**config.mk**
```make
export PLATFORM = sky130hd
export DESIGN_NAME = mem_arbiter
export DESIGN_NICKNAME = d
export VERILOG_FILES = /design/src/rtl/mem_arbiter_pkg.sv /design/src/rtl/mem_arbiter_register.sv /design/src/rtl/mem_arbiter.sv
export SDC_FILE = /design/constraint.sdc
export NUM_CORES = 1
export LEC_CHECK = 0
export BUFFER_PORTS_ARGS = -buffer_cell sky130_fd_sc_hd__buf_2
export CAP_MARGIN = 5
export CORE_UTILIZATION = 30
export DETAILED_ROUTE_END_ITERATION = 10
export GPL_TIMING_DRIVEN = 0
export PLACE_DENSITY = 0.69
export SYNTH_ARGS = -nofsm -noshare
export SYNTH_HDL_FRONTEND = slang
export SYNTH_SLANG_ARGS = --single-unit
```
**constraint.sdc**
```tcl
create_clock -name clk -period 3.2 [get_ports clk]
set_clock_uncertainty 0.15 [all_clocks]
set_input_delay 0.32 -clock clk [delete_from_list [all_inputs] [get_ports clk]]
set_output_delay 0.32 -clock clk [all_outputs]
set_load 0.01 [all_outputs]
```
**src/rtl/mem_arbiter_pkg.sv**
```systemverilog
`default_nettype none
// ============================================================================
// Module   : mem_arbiter_pkg
// Purpose  : Shared bus-arbitration types: FSM state encoding and master index
//            constants used by the memory arbiter and other bus blocks.
// Revision : 1.0 - initial release
// ============================================================================
package mem_arbiter_pkg;

  // Arbitration FSM states, with explicit 2-bit encoding
  typedef enum logic [1:0] {
    IDLE  = 2'd0,
    GRANT = 2'd1,
    DONE  = 2'd2
  } arb_state_e;

  // Master indices (m0 = processor, m1 = host loader)
  localparam logic C_M0 = 1'b0;
  localparam logic C_M1 = 1'b1;

endpackage : mem_arbiter_pkg
`default_nettype wire

```
**src/rtl/mem_arbiter_register.sv**
```systemverilog
`default_nettype none
// ============================================================================
// Module   : mem_arbiter_register
// Purpose  : Generic enable-equipped register with asynchronous active-low
//            clear. Loads d on a rising clock edge while en is high.
// Revision : 1.0 - initial release
// ============================================================================
module mem_arbiter_register #(
  parameter int W = 8
) (
  input  logic         clk,
  input  logic         rst_n,
  input  logic         i_en,
  input  logic [W-1:0] i_d,
  output logic [W-1:0] o_q
);

  logic [W-1:0] r_q;

  // Hold value unless enabled; clear immediately on reset
  always_ff @(posedge clk or negedge rst_n) begin
    if (!rst_n) begin
      r_q <= '0;
    end else if (i_en) begin
      r_q <= i_d;
    end
  end

  assign o_q = r_q;

endmodule : mem_arbiter_register
`default_nettype wire

```
**src/rtl/mem_arbiter.sv**
```systemverilog
`default_nettype none
// ============================================================================
// Module   : mem_arbiter
// Purpose  : Two-master round-robin arbiter for a single memory port, with
//            per-master lock to keep back-to-back ownership.
//            Access timing: IDLE -> GRANT (1 cycle) -> DONE (1 cycle).
// Revision : 1.0 - initial release
// ============================================================================
module mem_arbiter #(
  parameter int AW = 6,
  parameter int DW = 8
) (
  input  logic          clk,
  input  logic          clr_n,
  input  logic          m0_req,
  input  logic          m1_req,
  input  logic          m0_we,
  input  logic          m1_we,
  input  logic [AW-1:0] m0_addr,
  input  logic [AW-1:0] m1_addr,
  input  logic [DW-1:0] m0_wdata,
  input  logic [DW-1:0] m1_wdata,
  input  logic          m0_lock,
  input  logic          m1_lock,
  output logic          m0_gnt,
  output logic          m1_gnt,
  output logic          m0_done,
  output logic          m1_done,
  output logic [DW-1:0] rdata,
  output logic          mem_we,
  output logic [AW-1:0] mem_addr,
  output logic [DW-1:0] mem_wdata,
  input  logic [DW-1:0] mem_rdata
);

  import mem_arbiter_pkg::*;

  arb_state_e r_state;
  arb_state_e w_next_state;
  logic       r_owner;
  logic       w_next_owner;
  logic       r_last;

  logic          w_own_req;
  logic          w_own_lock;
  logic          w_own_we;
  logic [AW-1:0] w_own_addr;
  logic [DW-1:0] w_own_wdata;
  logic          w_in_grant;
  logic          w_in_done;

  // Current owner's request bundle
  assign w_own_req   = (r_owner == C_M1) ? m1_req   : m0_req;
  assign w_own_lock  = (r_owner == C_M1) ? m1_lock  : m0_lock;
  assign w_own_we    = (r_owner == C_M1) ? m1_we    : m0_we;
  assign w_own_addr  = (r_owner == C_M1) ? m1_addr  : m0_addr;
  assign w_own_wdata = (r_owner == C_M1) ? m1_wdata : m0_wdata;

  assign w_in_grant = (r_state == GRANT);
  assign w_in_done  = (r_state == DONE);

  // State, owner and last-served registers; reset makes m0 win the first tie
  always_ff @(posedge clk or negedge clr_n) begin
    if (!clr_n) begin
      r_state <= IDLE;
      r_owner <= C_M0;
      r_last  <= C_M1;
    end else begin
      r_state <= w_next_state;
      r_owner <= w_next_owner;
      if (w_in_grant) begin
        r_last <= r_owner;
      end
    end
  end

  // Next-state and owner selection (round-robin on tie, lock keeps owner)
  always_comb begin
    w_next_state = r_state;
    w_next_owner = r_owner;
    case (r_state)
      IDLE: begin
        if (m0_req && m1_req) begin
          w_next_state = GRANT;
          w_next_owner = ~r_last;
        end else if (m0_req) begin
          w_next_state = GRANT;
          w_next_owner = C_M0;
        end else if (m1_req) begin
          w_next_state = GRANT;
          w_next_owner = C_M1;
        end
      end
      GRANT: begin
        w_next_state = DONE;
      end
      DONE: begin
        if (w_own_lock && w_own_req) begin
          w_next_state = GRANT;
        end else begin
          w_next_state = IDLE;
        end
      end
      default: begin
        w_next_state = IDLE;
      end
    endcase
  end

  // Grant/done strobes and memory-port routing; port is quiet outside GRANT
  always_comb begin
    m0_gnt    = 1'b0;
    m1_gnt    = 1'b0;
    m0_done   = 1'b0;
    m1_done   = 1'b0;
    mem_we    = 1'b0;
    mem_addr  = '0;
    mem_wdata = '0;
    if (w_in_grant) begin
      m0_gnt    = (r_owner == C_M0);
      m1_gnt    = (r_owner == C_M1);
      mem_we    = w_own_we;
      mem_addr  = w_own_addr;
      mem_wdata = w_own_wdata;
    end
    if (w_in_done) begin
      m0_done = (r_owner == C_M0);
      m1_done = (r_owner == C_M1);
    end
  end

  // Read data captured on the edge that ends GRANT, for reads and writes
  mem_arbiter_register #(
    .W (DW)
  ) u_rdata_reg (
    .clk   (clk),
    .rst_n (clr_n),
    .i_en  (w_in_grant),
    .i_d   (mem_rdata),
    .o_q   (rdata)
  );

endmodule : mem_arbiter
`default_nettype wire

```
==> summary.md <==
| Metric | Value |
|---|---|
| Final number of hold-violating endpoints | 0 |
| Synth unique cells | 17 |
| Post-route DRC | 0 |
| Largest family of logic cells by synthesized area | simple AND/OR/NAND/NOR gates |
| Antenna violations before repair | 0 |
| CTS sink count | 12 |
| DP Cell Count | 185 |
| Synth Area in Compound Gates | 4.31% |
| Final worst path period share | 59.5% |
| Vias in the first global route | 758 |
| Detail Route Antenna Nets | 0 |
| Postcts setup bufs | 0 |
| Vias per cell | 4.52 |
| Post-synthesis register bit count | 12 |
| CTS tree | done |
| Core area | 0.00225 mm² |
| Pin count of the biggest net entering global routing | 13 |
| Synth Area in Simple Gates | 28.3% |
| I/O Pins | 71 |
| First-pass GRT wire length | 3.12 mm |
| CTS Hold Buffers Added | 1 |
| Clock Tree Root | clkbuf_4 |
| Detail Placement HPWL | 1.61 mm |
| Max Freq | 0.525 GHz |
| Synth Area in Adders | 0% |
| Setup TNS | 0 ns |
| Syn Nets | 131 |
| Synthesized cell area | 726 µm² |
| Worst path required time | 2.73 ns |
| # setup viols final | 0 |
| CTS H-tree depth | 1 |
| Seq/Total Area, Yosys | 41.6% |
| Xor/xnor share of the synthesized area | 0% |
| Max VDD drop | 0.000428 V |
| CTS buffer count | 3 |
| Post-layout instance area | 0.00116 mm² |
| Crit Path Max Fanout | 10 |
| Die height | 51.2 µm |
| Total number of vias | 858 |
| Clk_lat worst skew | 0.27 ns |
| First-pass detailed-route iteration total | 4 |
| P per Cell Area | 880 mW/mm² |
| Worst Hold Class | input port to flip-flop |
| GR Util All Layers | 15.8% |
| Arr. time, crit path | 1.44 ns |
| Hold slack | 0.0891 ns |
| Standard-cell rows | 17 |
| Lkg Pwr | 0.726 nW |
| Share of layout cells above drive strength 1 | 50.6% |
| Remaining global-route overflow | 0 |
| Crit path time final | 1.91 ns |
| Max Transition Viols Final | 0 |
| Routability congestion estimate from global placement | 0.613 |
| DP Area | 0.00111 mm² |
| Actual slew at the worst max-slew pin | 0.273 ns |
| DR iter-0 viols | 7 |
| Crit path launch type | flip-flop |
| Die area | 0.00262 mm² |
| DRT Wirelength | 2.00 mm |
| Area growth, synth to finish | 59.5% |
| Design Power | 1.02 mW |
| Initial Utilization | 32.2% |
| Max Cap Viol | 0 |
| Ys Warns | 0 |
| Multiplexer share of the synthesized area | 20.7% |
| Layout Nets | 207 |
| Relative slew slack | 81.8% |
| WS Path Type | flip-flop to output port |
| PortBufs | 70 |
| Avg Inst Size Synth | 8.34 µm² |
| Post-Layout Cell Count | 190 |
| Status | finished clean |
| Critical Path End Type | output port |
| Synthesized instance count | 87 |
| RSZ-0062 raised after global routing | no |
| CTS max path bufs | 2 |
| DR WL/cell | 10.5 µm |
| Register clock-pin slew on the reported worst setup and hold paths | 0.08 ns |
| Post-CTS sizing | 0 |
| Fillers | 236 |
| Die width | 51.2 µm |
| Diode count | 0 |
[cells in the final DEF, fill, tap and decap left out]
cell type / instances
a21o_1: 1
clkbuf_4: 3
dlygate4sd3_1: 1
dfstp_2: 1
nor2_1: 18
mux2i_1: 15
buf_6: 1
o22a_1: 1
nand2b_1: 1
and2_4: 1
nand2_1: 27
buf_2: 74
o21ai_0: 1
a32o_1: 1
dfrtp_1: 11
and3b_1: 1
clkbuf_8: 1
inv_4: 1
nand3_1: 1
nor3b_1: 1
[cells in the mapped netlist]
library cell / n / area share (%)
dfstp_2: 1 / 3.6
buf_6: 1 / 1.6
inv_4: 1 / 0.86
nand2b_1: 1 / 0.86
a32o_1: 1 / 1.4
dfrtp_1: 11 / 38
nor2_1: 18 / 9.3
nand3_1: 1 / 0.69
nor3b_1: 1 / 1.0
nand2_1: 27 / 14
and3b_1: 1 / 1.2
and2_4: 1 / 1.2
a21o_1: 1 / 1.0
buf_2: 4 / 2.8
o21ai_0: 1 / 0.69
o22a_1: 1 / 1.2
mux2i_1: 15 / 21
[where the power goes]
group	internal (mW)	switching, mW	total (mW)	leakage (nW)
Combinational	0.281	0.343	0.624	0.559
Sequential	0.232	0.0445	0.277	0.146
Clock	0.0690	0.0488	0.118	0.0210
Total	0.582	0.436	1.02	0.726
[worst max-delay path: stages (launching register included)]
cell	delay [ns]
dfrtp_1	0.42
nand2b_1	0.17
buf_6	0.14
buf_2	0.18
nor2_1	0.13
buf_2	0.14
[routing by layer]
layer	vias to the layer above	track usage [%]	part of all wire, %
met3	4	2.68	7.6
met2	38	28.5	50
met1	383	18.0	42
li1	433	-	-
met5	-	0	0
met4	0	6.94	1.0
[through the flow]
| step | setup slack [ns] | util, % |
|---|---|---|
| finish | 1.29 | 51.3 |
| global route | 1.18 | 51.3 |
| CTS | 1.28 | 51.3 |
| detailed placement | 1.59 | 49.3 |
| global placement | 1.63 | 49.3 |
| floorplan | 1.73 | - |
[kinds of logic (layout without fill, tap and decap cells)]
kind of cell,count (synthesis),count (layout)
compound gates,4,4
buf+inv,6,81
flops,12,12
mux,15,15
simple gates,50,50
[registers in the layout, summed over array words and instances (netlist names)]
| register | cells |
|---|---|
| r_last | 1 |
| r_state | 2 |
| r_owner | 1 |
| u_rdata_reg.o_q | 8 |
[layout make-up]
| cell class | instances | area (µm²) | share of cell area (%) |
|---|---|---|---|
| plain buffers | 5 | 31.3 | 2.70 |
| clock buffers | 4 | 36.3 | 3.14 |
| inverters | 1 | 6.26 | 0.541 |
| multi-input cells | 69 | 387 | 33.4 |
| flip-flops and latches | 12 | 302 | 26.1 |
| well taps | 28 | 35.0 | 3.03 |
| repair buffers | 71 | 360 | 31.1 |
[path summary, 6_finish.rpt]
kind	from	end	slack [ns]	depth (start not counted)
setup / recovery	r_state[1]	mem_we	1.29	5
hold reg to reg	u_rdata_reg.o_q[6]	u_rdata_reg.o_q[6]	0.33	2
min in group asynchronous	clr_n	r_state[0]	0.32	2
max in group asynchronous	clr_n	r_last	2.31	2
setup reg to reg	r_state[1]	u_rdata_reg.o_q[3]	1.91	5
hold / removal	mem_rdata[4]	u_rdata_reg.o_q[4]	0.09	3
Note: power is estimated with default switching activity, not from simulation.
